===== config.mk =====
export PLATFORM = sky130hd
export DESIGN_NAME = step_stats_tracker
export DESIGN_NICKNAME = d
export VERILOG_FILES = /design/src/rtl/step_stats_tracker.sv
export SDC_FILE = /design/constraint.sdc
export NUM_CORES = 1
export LEC_CHECK = 0
export CAP_MARGIN = 20
export CORE_MARGIN = 2
export CORE_UTILIZATION = 30
export CTS_BUF_LIST = sky130_fd_sc_hd__clkbuf_2 sky130_fd_sc_hd__clkbuf_4 sky130_fd_sc_hd__clkbuf_8
export CTS_CLUSTER_SIZE = 20
export DETAILED_ROUTE_END_ITERATION = 7
export PLACE_DENSITY = 0.55
export SYNTH_ARGS = -nofsm -noshare
export SYNTH_HDL_FRONTEND = slang
export SYNTH_SLANG_ARGS = --single-unit
export TNS_END_PERCENT = 30

===== constraint.sdc =====
create_clock -name clk -period 10 [get_ports clk]
set_clock_uncertainty 0.1 [all_clocks]
set_input_delay 3 -clock clk [delete_from_list [all_inputs] [get_ports clk]]
set_output_delay 3 -clock clk [all_outputs]
set_load 0.005 [all_outputs]

===== src/rtl/step_stats_tracker.sv =====
// Fitness stats from a synchronized step pulse train and 1 Hz tick: steps, distance, window and high-run time.
// Optional display selector/mux enabled by defining DISP_MUX_EN.
module step_stats_tracker #(
    parameter int unsigned STEP_MAX     = 9999,
    parameter int unsigned HALF_MI_STEP = 1024,
    parameter int unsigned WINDOW_S     = 9,
    parameter int unsigned OVER_RATE    = 32,
    parameter int unsigned HI_RATE      = 64,
    parameter int unsigned HI_MIN_S     = 60
) (
    input  logic        clk,
    input  logic        rst,
    input  logic        pulse,
    input  logic        clk_1hz,
    output logic [13:0] steps,
    output logic        steps_sat,
    output logic [7:0]  dist_halfmi,
    output logic [3:0]  over32_s,
    output logic [13:0] hi_time_s,
    output logic [1:0]  disp_sel,
    output logic [13:0] disp_value
);

    localparam int unsigned DIST_SHIFT = $clog2(HALF_MI_STEP);
    localparam logic [13:0] STEP_MAX_W = 14'(STEP_MAX);
    localparam logic [14:0] STEP_MAX_X = 15'(STEP_MAX);
    localparam logic [3:0]  WINDOW_W   = 4'(WINDOW_S);
    localparam logic [8:0]  OVER_W     = 9'(OVER_RATE);
    localparam logic [8:0]  HI_RATE_W  = 9'(HI_RATE);
    localparam logic [8:0]  HI_MIN_W   = 9'(HI_MIN_S);
    localparam logic [14:0] HI_MIN_X   = 15'(HI_MIN_S);

    logic [2:0]  pulse_sync;
    logic [2:0]  tick_sync;
    logic        step_rise;
    logic        tick_rise;

    logic [7:0]  sec_steps;
    logic [3:0]  sec_idx;
    logic [7:0]  run;

    logic [13:0] steps_next;
    logic [7:0]  sec_steps_next;
    logic [3:0]  sec_idx_next;
    logic [3:0]  over32_next;
    logic [7:0]  run_next;
    logic [13:0] hi_next;
    logic [8:0]  eff;
    logic [8:0]  run_inc;
    logic [14:0] hi_add;
    logic [14:0] hi_sum;

    always_ff @(posedge clk) begin
        if (rst) begin
            pulse_sync <= '0;
            tick_sync  <= '0;
        end else begin
            pulse_sync <= {pulse_sync[1:0], pulse};
            tick_sync  <= {tick_sync[1:0], clk_1hz};
        end
    end

    assign step_rise = pulse_sync[1] & ~pulse_sync[2];
    assign tick_rise = tick_sync[1] & ~tick_sync[2];

    // A step landing on the tick clock is counted into the closing second via eff.
    assign eff     = {1'b0, sec_steps} + {8'b0, step_rise};
    assign run_inc = {1'b0, run} + 9'd1;

    always_comb begin
        steps_next     = steps;
        sec_steps_next = sec_steps;
        sec_idx_next   = sec_idx;
        over32_next    = over32_s;
        run_next       = run;
        hi_add         = '0;

        if (step_rise && steps != STEP_MAX_W)
            steps_next = steps + 14'd1;

        if (tick_rise) begin
            sec_steps_next = '0;
            if (sec_idx < WINDOW_W) begin
                sec_idx_next = sec_idx + 4'd1;
                if (eff > OVER_W)
                    over32_next = over32_s + 4'd1;
            end
            if (eff >= HI_RATE_W) begin
                run_next = (run == 8'hFF) ? run : run_inc[7:0];
                if (run_inc == HI_MIN_W)
                    hi_add = HI_MIN_X;
                else if (run_inc > HI_MIN_W)
                    hi_add = 15'd1;
            end else begin
                run_next = '0;
            end
        end else if (step_rise && sec_steps != 8'hFF) begin
            sec_steps_next = sec_steps + 8'd1;
        end

        hi_sum  = {1'b0, hi_time_s} + hi_add;
        hi_next = (hi_sum > STEP_MAX_X) ? STEP_MAX_W : hi_sum[13:0];
    end

    always_ff @(posedge clk) begin
        if (rst) begin
            steps     <= '0;
            steps_sat <= 1'b0;
            sec_steps <= '0;
            sec_idx   <= '0;
            over32_s  <= '0;
            run       <= '0;
            hi_time_s <= '0;
        end else begin
            steps     <= steps_next;
            steps_sat <= steps_sat | (steps_next == STEP_MAX_W);
            sec_steps <= sec_steps_next;
            sec_idx   <= sec_idx_next;
            over32_s  <= over32_next;
            run       <= run_next;
            hi_time_s <= hi_next;
        end
    end

    assign dist_halfmi = 8'(steps >> DIST_SHIFT);

`ifdef DISP_MUX_EN
    // Selector moves every other tick so each stat is shown for two seconds.
    logic disp_phase;

    always_ff @(posedge clk) begin
        if (rst) begin
            disp_phase <= 1'b0;
            disp_sel   <= '0;
            disp_value <= '0;
        end else begin
            if (tick_rise) begin
                disp_phase <= ~disp_phase;
                if (disp_phase)
                    disp_sel <= disp_sel + 2'd1;
            end
            case (disp_sel)
                2'd0:    disp_value <= steps;
                2'd1:    disp_value <= {6'b0, dist_halfmi};
                2'd2:    disp_value <= {10'b0, over32_s};
                default: disp_value <= hi_time_s;
            endcase
        end
    end
`else
    assign disp_sel   = '0;
    assign disp_value = '0;
`endif

endmodule


==> results.md <==
Status:
- The flow ran to the end, and the final reports show no timing, DRC or antenna violations.

Timing:
- Timing would allow up to 214 MHz.
- The routed design could run at a clock period as short as 4.68 ns.
- The final critical-path setup slack is 5.32 ns.
- Measured against its own limit, the worst slew margin works out to 0.361.
- The max-slew violation count is 0.
- The number of hold violations in the final report is 0.
- For the pin with the worst max-slew slack, the measured transition is 0.959 ns.
- The share of the cycle needed by the critical path after routing is 0.468.
- Setup violations remaining at the end of the flow were counted as 0.
- For the final routed database, the setup TNS stands at 0 ns.
- Setup repair after global routing left no endpoint under its margin.
- Final hold analysis gives a worst-case slack of 0.336 ns.

Clocking:
- In this run, CTS created clock tree buffers numbering 9.
- The clock-pin slew on the worst setup and hold paths is 0.07 ns.
- For this design, the CTS-stage hold fixing added 0 buffers.
- The number of instances resized during post-cts repair is 0.
- Clock tree synthesis found a total of 59 sinks.
- The clock insertion delay at the later pin of the skew report is 0.35 ns.
- The total setup buffers inserted after CTS is 0.
- The number of buffers on the longest clock path is 2.
- The cell sitting at the root of the clock tree is a sky130_fd_sc_hd__clkbuf_8.
- TritonCTS built the clock tree.
- CTS built an H-tree with a depth of 3.

Cells and area:
- In the final layout, the share of cells above drive strength 1 is 0.0575.
- Summing all multi-input logic gate instances after layout gives 2060 sq um.
- Summing all non-filler instances in the final layout gives an area of 4010 sq um.
- The count of nets after finishing is 463.
- The repair_antennas step left the layout with diodes totalling 0.
- Once layout is complete, the cells apart from fillers number 595.
- The number of inserted filler cells in the final layout is 1,198.
- The area growth from synthesis to layout is 15.8%.
- The sequential cell area is 1180 sq um.
- Measured on the finished design, the core utilization comes to 0.354.

Synth:
- The synthesized netlist occupies a cell area of 3460 sq um.
- The Yosys step of the flow raised 0 warnings.
- The number of distinct library cell variants in the gate-level netlist after synthesis is 63.
- The average instance in the mapped netlist occupies 8.19 sq um.
- The biggest area contributor in the post-synthesis netlist is sky130_fd_sc_hd__dfxtp_1.
- The leading register cell type out of synthesis is sky130_fd_sc_hd__dfxtp_1.
- The number of register bits inferred by synthesis is 59.
- Of the post-synthesis cell area, the dominant cell type holds 0.341.
- By area the synthesized netlist is led by sky130_fd_sc_hd__dfxtp_1 34%, sky130_fd_sc_hd__xor2_1 6.3%, sky130_fd_sc_hd__nor2_1 5.7%.
- In the synthesized netlist the async set-or-reset flop fraction comes to 0.
- The gate count of the mapped netlist is 423.
- In this run, synthesis inferred 0 flip-flops with an integrated enable.
- The share of the Yosys chip area taken by registers is 0.341.

Setup path:
- The critical path capture point is hi_time_s[5].
- The endpoint identified for the worst register-to-register timing path is hi_time_s[5].
- The internal reg-to-reg setup slack is 5.35 ns.
- The most critical setup path has its startpoint at hi_time_s[5].
- Together, buffers and inverters on the worst path number 1.
- In this run the critical register-to-register path is launched from pulse_sync[1].
- STA puts the critical path data required time at 6.90 ns.
- The critical path is of the register to primary output type.
- The path depth of the worst reg2reg path is 15.
- The kind of end point of the critical path is a primary output.
- In this run the worst path has a maximum fanout of 13.
- In this run the number of cells on the critical path is 1.
- Broken down by cell family, the worst path's largest delay share belongs to flip-flops.
- The worst setup path is launched from a register.
- Data on the critical path arrives at its endpoint at 1.58 ns.
- On the worst path, the slowest cell contributes a delay of 0.63 ns.
- The master of the slowest instance on the critical path is sky130_fd_sc_hd__dfxtp_1.
- The critical path goes through clkdlybuf4s50_1.

Floorplan:
- The initial core utilization is 0.306.
- The floorplan has 39 rows.
- The number of ports placed on the die boundary is 61.
- In this run the horizontal extent of the chip is 111 microns.
- The area of the core region is 11,300 sq um.
- Measured along the y axis, the die boundary spans 111 microns.
- The overall die area is 12,400 sq um.

Place:
- Summing all placed instances gives a cell area of 3840 sq um.
- Routability-driven placement finished with a final weighted congestion of 0.816.
- The estimated wirelength of the detail-placed design is 5360 microns.
- The placement-stage worst setup slack is 5.34 ns.
- Buffers placed on the I/O ports in this run total 40.
- The number of instances in the placed design is 581.

Flow run:
- The total of max-cap violations is 0.

Global routing:
- The first global-routing pass estimated 12,800 microns of wire.
- For met3 alone, demand over resource in global routing was 0.0338.
- For met1 alone, demand over resource in global routing was 0.165.
- The number of global-route vias before repair came to 2,694.
- The number of antenna violations at the first check in global routing was 0.
- For this run, the total global-route usage over all layers was measured as 0.124.
- The busiest layer in global routing is met2.
- Entering global routing, the biggest net connects 53 pins.
- Global routing finished with a remaining overflow of 0.
- The met2 global-route usage is 0.187.

Detailed routing:
- The routed wire length is 7590 microns.
- The count of nets left with antenna violations after detail routing is 0.
- Using the TritonRoute via totals, the vias-per-cell ratio works out to 4.91.
- The DRC violation total after the first TritonRoute iteration is 102.
- For this run, design rule violations remaining after detail routing come to 0.
- In the final routed layout, each cell accounts on average for 12.8 microns.
- For this block, the via count after detailed routing is 2,924.
- The detailed-routing iteration count for the pre-antenna-repair pass is 6.

Power and ir drop:
- Dividing total power by cell area gives a power density of 111 nW/um^2.
- The static leakage is 1.42 nW.
- Summing internal, switching and leakage power gives 447 uW.
- The largest voltage drop on the vdd net is 0.0000658 V.

Worst hold path:
- The worst min-delay path class is register to register.
-- power breakdown --
part | switching [mW] | internal, mW | leakage [nW] | total [mW]
clock | 0.0914 | 0.103 | 0.0877 | 0.194
sequential | 0.00152 | 0.237 | 0.476 | 0.238
combinational | 0.00946 | 0.00498 | 0.860 | 0.0144
-- worst min-delay path by stage --
stage,to,cells after the start,from
global route,tick_sync[1],1,tick_sync[0]
detailed placement,tick_sync[1],1,tick_sync[0]
floorplan,pulse_sync[1],1,pulse_sync[0]
finish,tick_sync[1],1,tick_sync[0]
CTS,tick_sync[1],1,tick_sync[0]
global placement,tick_sync[1],1,tick_sync[0]
-- cell usage after synthesis (all sizes together) (2+ instances only) --
master / count
o2111ai: 2
o22ai: 2
ha: 10
nor2b: 8
o21ai: 10
xor2: 25
dfxtp: 59
a21oi: 25
nor2: 53
nand2: 31
nor4: 2
nand2b: 7
and2: 3
o31a: 2
nand3b: 3
nor3: 11
nand4: 13
or3: 8
clkbuf: 11
nand3: 20
inv: 8
o21a: 4
mux2i: 4
nor3b: 4
a21boi: 3
xnor2: 12
and4b: 2
nor4b: 3
and3: 14
and4: 3
a31oi: 6
buf: 33
-- registers in the layout (all words and copies together) (netlist names) --
| register | count |
|---|---|
| tick_sync | 3 |
| run | 8 |
| over32_s | 4 |
| hi_time_s | 14 |
| sec_idx | 4 |
| sec_steps | 8 |
| steps_sat | 1 |
| pulse_sync | 3 |
| steps | 14 |
-- final cells by class --
cell class                 count  area share
sequential                    59       0.294
timing repair buffer          40      0.0985
clock inverter                 2     0.00312
inverter                       8     0.00748
multi-input combinational    331       0.512
tap                          143      0.0446
clock buffer                  12      0.0396
-- metal layers --
layer,part of all wire,wire [microns]
met3,0.035,268
met1,0.50,3790
met2,0.45,3390
met5,0,0
met4,0.018,140
-- kinds of logic (layout without fill, tap and decap cells) --
logic type / after synthesis / after routing / synth area share
AO/OA/AOI/OAI: 68 / 68 / 0.127
XOR/XNOR: 37 / 37 / 0.0935
adder cells (fa/ha/maj): 10 / 10 / 0.0361
buffers and inverters: 52 / 62 / 0.0863
flip-flops: 59 / 59 / 0.341
multiplexers: 6 / 6 / 0.0213
other: 1 / 20 / 0.00108
AND/OR/NAND/NOR: 190 / 190 / 0.293
-- cell usage in the layout (no fill, tap or decap), types with 3 or more instances in the layout --
cell                              instances
sky130_fd_sc_hd__nand3b_1                 3
sky130_fd_sc_hd__ha_1                    10
sky130_fd_sc_hd__nor3b_1                  4
sky130_fd_sc_hd__xnor2_1                 12
sky130_fd_sc_hd__and3_1                  14
sky130_fd_sc_hd__and2_1                   3
sky130_fd_sc_hd__xor2_1                  25
sky130_fd_sc_hd__a21boi_0                 3
sky130_fd_sc_hd__nor2b_1                  8
sky130_fd_sc_hd__o21ai_0                  9
sky130_fd_sc_hd__mux2i_1                  4
sky130_fd_sc_hd__clkdlybuf4s50_1         39
sky130_fd_sc_hd__a21oi_1                 25
sky130_fd_sc_hd__nand2_1                 31
sky130_fd_sc_hd__clkbuf_8                11
sky130_fd_sc_hd__conb_1                  20
sky130_fd_sc_hd__nand3_1                 19
sky130_fd_sc_hd__a31oi_1                  6
sky130_fd_sc_hd__or3_1                    8
sky130_fd_sc_hd__o21a_1                   4
sky130_fd_sc_hd__dfxtp_1                 59
sky130_fd_sc_hd__nor2_1                  53
sky130_fd_sc_hd__inv_1                    8
sky130_fd_sc_hd__nand2b_1                 7
sky130_fd_sc_hd__nor3_1                  10
sky130_fd_sc_hd__nand4_1                 12
Power figures use the tool's default switching activity.
==> edit 1: new RTL, config.mk and constraints unchanged <==
Set the parameter `HI_MIN_S` to 30 (it was 60).
--- a/src/rtl/step_stats_tracker.sv
+++ b/src/rtl/step_stats_tracker.sv
@@ -6,7 +6,7 @@
     parameter int unsigned WINDOW_S     = 9,
     parameter int unsigned OVER_RATE    = 32,
     parameter int unsigned HI_RATE      = 64,
-    parameter int unsigned HI_MIN_S     = 60
+    parameter int unsigned HI_MIN_S     = 30
 ) (
     input  logic        clk,
     input  logic        rst,
Function: no difference found for any inputs over 10 cycles, from zero or initial values and one cycle with rst high; that may be too few to reach the edited logic, so the function may still have changed.
==> edit 1 against the original RTL <==
  * Routed wire length down 0.34%
  * Via count up 0.72%
  * Critical path depth up 15
  * Design area fell by 0.16%
  * Global-route usage is 0.17 points lower
  * Sequential share of layout area about the same
  * First-iteration DRC count up 64%
  * Total power grew 0.44%
  * Sequential cell count is the same
  * Worst setup slack worse by 0.22 ns
  * Synthesized area down 1.1%
==> edit 1: results (changes against the original RTL) <==
status: "completed"  # unchanged
cts_made_buffers: 9  # unchanged
antenna_found_initial: 0  # unchanged
max_slew_margin_pct: 33.8  # was 36.1%
synthFlopType: "dfxtp_1"  # unchanged
async_flop_share_pct: 0  # unchanged
pre_cts_ws_ns: 5.13  # was 5.34 ns
place_hpwl_um: 5350  # was 5360 um
worst_r2r_path_depth: 16  # was 15
clk_latency_ns: 0.34
vias: 2945  # was 2,924
ir_worst_vdd_uv: 60.2  # was 65.8 uV
drc_errors: 0  # unchanged
grtUsageTotal_pct: 12.2  # was 12.4%
post_cts_resized: 0  # unchanged
synthDistinctLibCells: 55  # was 63
rr_startpoint: "pulse_sync[1]$_SDFF_PP0_"  # unchanged
wl_per_cell_um: 12.7  # was 12.8 um
grt_max_degree: 49  # was 53
gp_congestion: 0.821  # was 0.816
grt_pass1_wl_um: 12600  # was 12,800 um
n_fill_cell: 1180  # was 1,198
synth_area_leaders: "dfxtp_1, xor2_1, nor2_1, buf_4, ha_1"  # was dfxtp_1, xor2_1, nor2_1, buf_4, a21oi_1
drt_iter0_markers: 167  # was 102
cts-htree-levels: 3  # unchanged
max_stage_delay_ns: 0.75  # was 0.63 ns
final_net_count: 464  # was 463
synth_common_cells: "dfxtp_1, nor2_1, nand2_1"  # unchanged
drive_gt1_share_pct: 6.84  # was 5.75%
min_from: "tick_sync[0]$_SDFF_PP0_"  # unchanged
p_leak_nw: 1.47  # was 1.42 nW
drt-pass1-iter-count: 4  # was 6
grt_pass1_vias: 2632  # was 2,694
diodes: 0  # unchanged
ys_seq_area_share_pct: 34.5  # was 34.1%
clockRootBuffer: "clkbuf_8"  # unchanged
critPathMaxFanout: 11  # was 13
rr_endpoint: "hi_time_s[9]$_SDFF_PP0_"  # was hi_time_s[5]$_SDFF_PP0_
cp_slowest_cell: "mux2i_1"  # was dfxtp_1
cp_data_arrival_time_ns: 5.06  # was 1.58 ns
synth_top_area_share_pct: 34.5  # was 34.1%
p_int_mw: 0.338  # was 0.345 mW
hold_path_depth: 1  # unchanged
top_regs: "hi_time_s x14, steps x14"  # unchanged
[edit 1: stage by stage]
step | hold slack [ns] | util, % | cells | area (um^2)
after floorplan | 0.314 | - | 438 | 3500
after global placement | 0.328 | 34.1 | 581 | 3840
after detailed placement | 0.323 | 34.1 | 581 | 3840
after CTS | 0.340 | 35.5 | 596 | 4010
after global routing | 0.365 | 35.5 | 596 | 4010
final | 0.337 | 35.5 | 596 | 4010
[edit 1: power by group through the flow]
stage                     Sequential (mW)  Combinational, mW  Clock [mW]
final                               0.239             0.0181       0.192
after global routing                0.239             0.0202       0.210
after CTS                           0.239             0.0183       0.198
after detailed placement            0.245             0.0181           0
after global placement              0.245             0.0180           0
after floorplan                     0.244             0.0183           0
[edit 1: area by class of cell]
class	instances	share of cell area, %
multi-input combinational	327	50.6
sequential	59	29.5
timing repair buffer	42	10.4
tap	143	4.47
clock buffer	10	3.44
inverter	10	0.937
clock inverter	5	0.750
[edit 1: worst max-delay path: cells and delay by family, from the launching register on]
family          cells  cell delay [ns]
flops               1             0.32
fa+ha+maj           3             0.72
xor+xnor            1             0.23
simple gates        8             1.91
mux                 1             0.75
compound gates      2             0.61
buf+inv             1             0.18
[edit 1: cells by family after synthesis]
family	count (synthesis)	synth area share [%]
and+or+nand+nor	182	27.6
muxes	6	1.75
buffers and inverters	52	8.51
xor gates and xnor gates	39	9.97
DFF	59	34.5
other	1	0.109
adders and majority gates	11	4.02
AOI/OAI and AO/OA	69	13.6
[edit 1: how the worst max path moves through the flow]
stage | startpoint | to | slack (ns) | cells past startpoint
after floorplan | pulse_sync[1]$_SDFF_PP0_ | hi_time_s[4]$_SDFF_PP0_ | 6.08 | 18
after global placement | pulse_sync[1]$_SDFF_PP0_ | hi_time_s[10]$_SDFF_PP0_ | 5.43 | 16
after detailed placement | pulse_sync[1]$_SDFF_PP0_ | hi_time_s[9]$_SDFF_PP0_ | 5.13 | 16
after CTS | pulse_sync[1]$_SDFF_PP0_ | hi_time_s[9]$_SDFF_PP0_ | 5.08 | 16
after global routing | pulse_sync[1]$_SDFF_PP0_ | hi_time_s[9]$_SDFF_PP0_ | 4.68 | 16
final | pulse_sync[1]$_SDFF_PP0_ | hi_time_s[9]$_SDFF_PP0_ | 5.10 | 16
[edit 1: per-layer routing]
layer / global-route usage (%) / up-vias / wire (um)
met1: 15.0 / 1382 / 3510
met3: 3.23 / 13 / 336
met4: 4.92 / 0 / 126
met5: 0 / - / 0
li1: - / 1480 / -
met2: 20.4 / 70 / 3590
==> edit 2: new RTL, config.mk and constraints unchanged <==
Made on the original files. Put a register stage on the output `dist_halfmi`. The value now appears one clock later. The other outputs are not delayed to match.
--- a/src/rtl/step_stats_tracker.sv
+++ b/src/rtl/step_stats_tracker.sv
@@ -122,7 +122,9 @@
         end
     end
 
-    assign dist_halfmi = 8'(steps >> DIST_SHIFT);
+    always_ff @(posedge clk) begin
+        dist_halfmi <= 8'(steps >> DIST_SHIFT);
+    end
 
 `ifdef DISP_MUX_EN
     // Selector moves every other tick so each stat is shown for two seconds.
Behaviour: no difference found for any inputs over 10 cycles, from zero or initial values and one cycle with rst high; that may be too few to reach the edited logic, so the function may still have changed.
==> edit 2 against the original RTL <==
  * Hold slack got worse by 0.0024 ns
  * Count of clock-buffer cells in the layout unchanged
  * Total power increased by 5.8%
  * Clock power increased by 5%
  * Routed wire length decreased by 5.5%
  * Critical path type is now flip-flop to flip-flop
  * Worst setup slack got worse by 0.050 ns
  * Utilization increased by 0.35 points
  * Design area increased by 0.56%
  * Sequential cell count increased by 4
  * Cell count decreased by 1.7%
  * Critical path depth increased by 15
  * Synthesized area decreased by 0.94%
==> edit 2: results (changes against the original RTL) <==
status: "completed"  # unchanged
async_flop_share_pct: 0  # unchanged
min_from: "tick_sync[0]$_SDFF_PP0_"  # unchanged
grtUsageTotal_pct: 11.8  # was 12.4%
whs_ns: 0.334  # was 0.336 ns
min_path_type: "flip-flop to flip-flop"  # unchanged
wl_per_cell_um: 12.3  # was 12.8 um
post_cts_resized: 0  # unchanged
clock_path_buffers: 2  # unchanged
antenna_found_initial: 0  # unchanged
cts-htree-levels: 3  # unchanged
rr_endpoint: "hi_time_s[6]$_SDFF_PP0_"  # was hi_time_s[5]$_SDFF_PP0_
drive_gt1_share_pct: 6.56  # was 5.75%
ir_worst_vdd_uv: 43.7  # was 65.8 uV
diodes: 0  # unchanged
r2r_slack_ns: 5.27  # was 5.35 ns
grt_max_degree: 53  # unchanged
holdPathEnd: "tick_sync[1]$_SDFF_PP0_"  # unchanged
gp_congestion: 0.837  # was 0.816
port_buffers: 40  # unchanged
ys_seq_area_share_pct: 36.7  # was 34.1%
clk_pin_slew_ns: 0.07  # about the same
synth_area_leaders: "dfxtp_1, xor2_1, xnor2_1, nor2_1, buf_4"  # was dfxtp_1, xor2_1, nor2_1, buf_4, a21oi_1
place_hpwl_um: 5070  # was 5360 um
rr_startpoint: "pulse_sync[2]$_SDFF_PP0_"  # was pulse_sync[1]$_SDFF_PP0_
post_cts_buffers: 0  # unchanged
synth_common_cells: "dfxtp_1, nor2_1, a21oi_1"  # was dfxtp_1, nor2_1, nand2_1
final_net_count: 452  # was 463
drt-pass1-iter-count: 4  # was 6
synthDistinctLibCells: 58  # was 63
worstMarginPinSlew_ns: 0.990  # was 0.959 ns
hold_path_depth: 1  # unchanged
grt_pass1_vias: 2583  # was 2,694
ys_warn_count: 0  # unchanged
clockRootBuffer: "clkbuf_8"  # unchanged
critPathMaxFanout: 9  # was 13
drt_iter0_markers: 134  # was 102
top_regs: "hi_time_s x14, steps x14"  # unchanged
p_leak_nw: 1.45  # was 1.42 nW
cts_made_buffers: 9  # unchanged
cp_data_arrival_time_ns: 4.87  # was 1.58 ns
via_per_inst: 4.90  # was 4.91
n_fill_cell: 1181  # was 1,198
clk_latency_ns: 0.34
worst_r2r_path_depth: 16  # was 15
grt_pass1_wl_um: 12100  # was 12,800 um
==> edit 2: cells by family after synthesis <==
logic type                 Yosys count  share of synthesized area (%)
and+or+nand+nor                    166                           26.3
AOI/OAI and AO/OA                   70                           13.5
DFF                                 63                           36.7
buffers and inverters               48                           7.98
xor gates and xnor gates            39                           9.95
adders and majority gates           10                           3.65
muxes                                6                           1.75
other                                1                          0.109
==> edit 2: area by class of cell <==
class | count | area share, %
well taps | 143 | 4.43
multi-input cells | 311 | 48.8
repair buffers | 40 | 9.80
inverters | 13 | 1.21
clock inverters | 3 | 0.434
flip-flops and latches | 63 | 31.3
clock buffers | 12 | 4.09
==> edit 2: stage by stage <==
step	power [mW]	cells	area, um^2	setup slack [ns]
final	0.473	585	4040	5.27
after global routing	0.492	585	4040	4.82
after CTS	0.479	585	4040	5.26
after detailed placement	0.275	570	3850	5.27
after global placement	0.274	570	3850	5.54
after floorplan	0.276	422	3500	5.91
==> edit 2: worst max-delay path by stage <==
stage,from,end,slack (ns),depth (start not counted)
finish,pulse_sync[2]$_SDFF_PP0_,hi_time_s[6]$_SDFF_PP0_,5.27,16
global route,pulse_sync[2]$_SDFF_PP0_,hi_time_s[7]$_SDFF_PP0_,4.82,16
CTS,pulse_sync[2]$_SDFF_PP0_,hi_time_s[6]$_SDFF_PP0_,5.26,16
detailed placement,pulse_sync[2]$_SDFF_PP0_,hi_time_s[6]$_SDFF_PP0_,5.27,16
global placement,pulse_sync[2]$_SDFF_PP0_,hi_time_s[6]$_SDFF_PP0_,5.54,16
floorplan,pulse_sync[2]$_SDFF_PP0_,hi_time_s[6]$_SDFF_PP0_,5.91,17
==> edit 2: worst max-delay path, cell delays in order (launching register included) <==
cell       delay, ns
dfxtp_1         0.30
nand2b_1        0.25
inv_1           0.08
ha_1            0.20
ha_1            0.24
a211o_1         0.34
nand3_1         0.25
a21oi_1         0.08
ha_1            0.24
a2111oi_0       0.79
nor4_1          0.12
a31oi_1         0.38
a21oi_1         0.17
and4b_1         0.23
o311ai_1        0.39
nor3_1          0.19
a2111oi_2       0.28
==> edit 2: per-layer routing <==
layer / share of wire [%] / GRT usage (%) / vias up / wire length (um)
met4: 1.7 / 5.67 / 0 / 123
li1: - / - / 1457 / -
met5: 0 / 0 / - / 0
met1: 49 / 15.7 / 1340 / 3540
met2: 45 / 17.9 / 58 / 3230
met3: 3.8 / 2.95 / 10 / 274
==> edit 2: where the power goes <==
| group | leakage [nW] | switching (mW) | internal (mW) | total (mW) |
|---|---|---|---|---|
| combinational | 0.843 | 0.00988 | 0.00450 | 0.0144 |
| clock | 0.0942 | 0.0965 | 0.108 | 0.204 |
| sequential | 0.509 | 0.00158 | 0.253 | 0.254 |
| total | 1.45 | 0.108 | 0.365 | 0.473 |
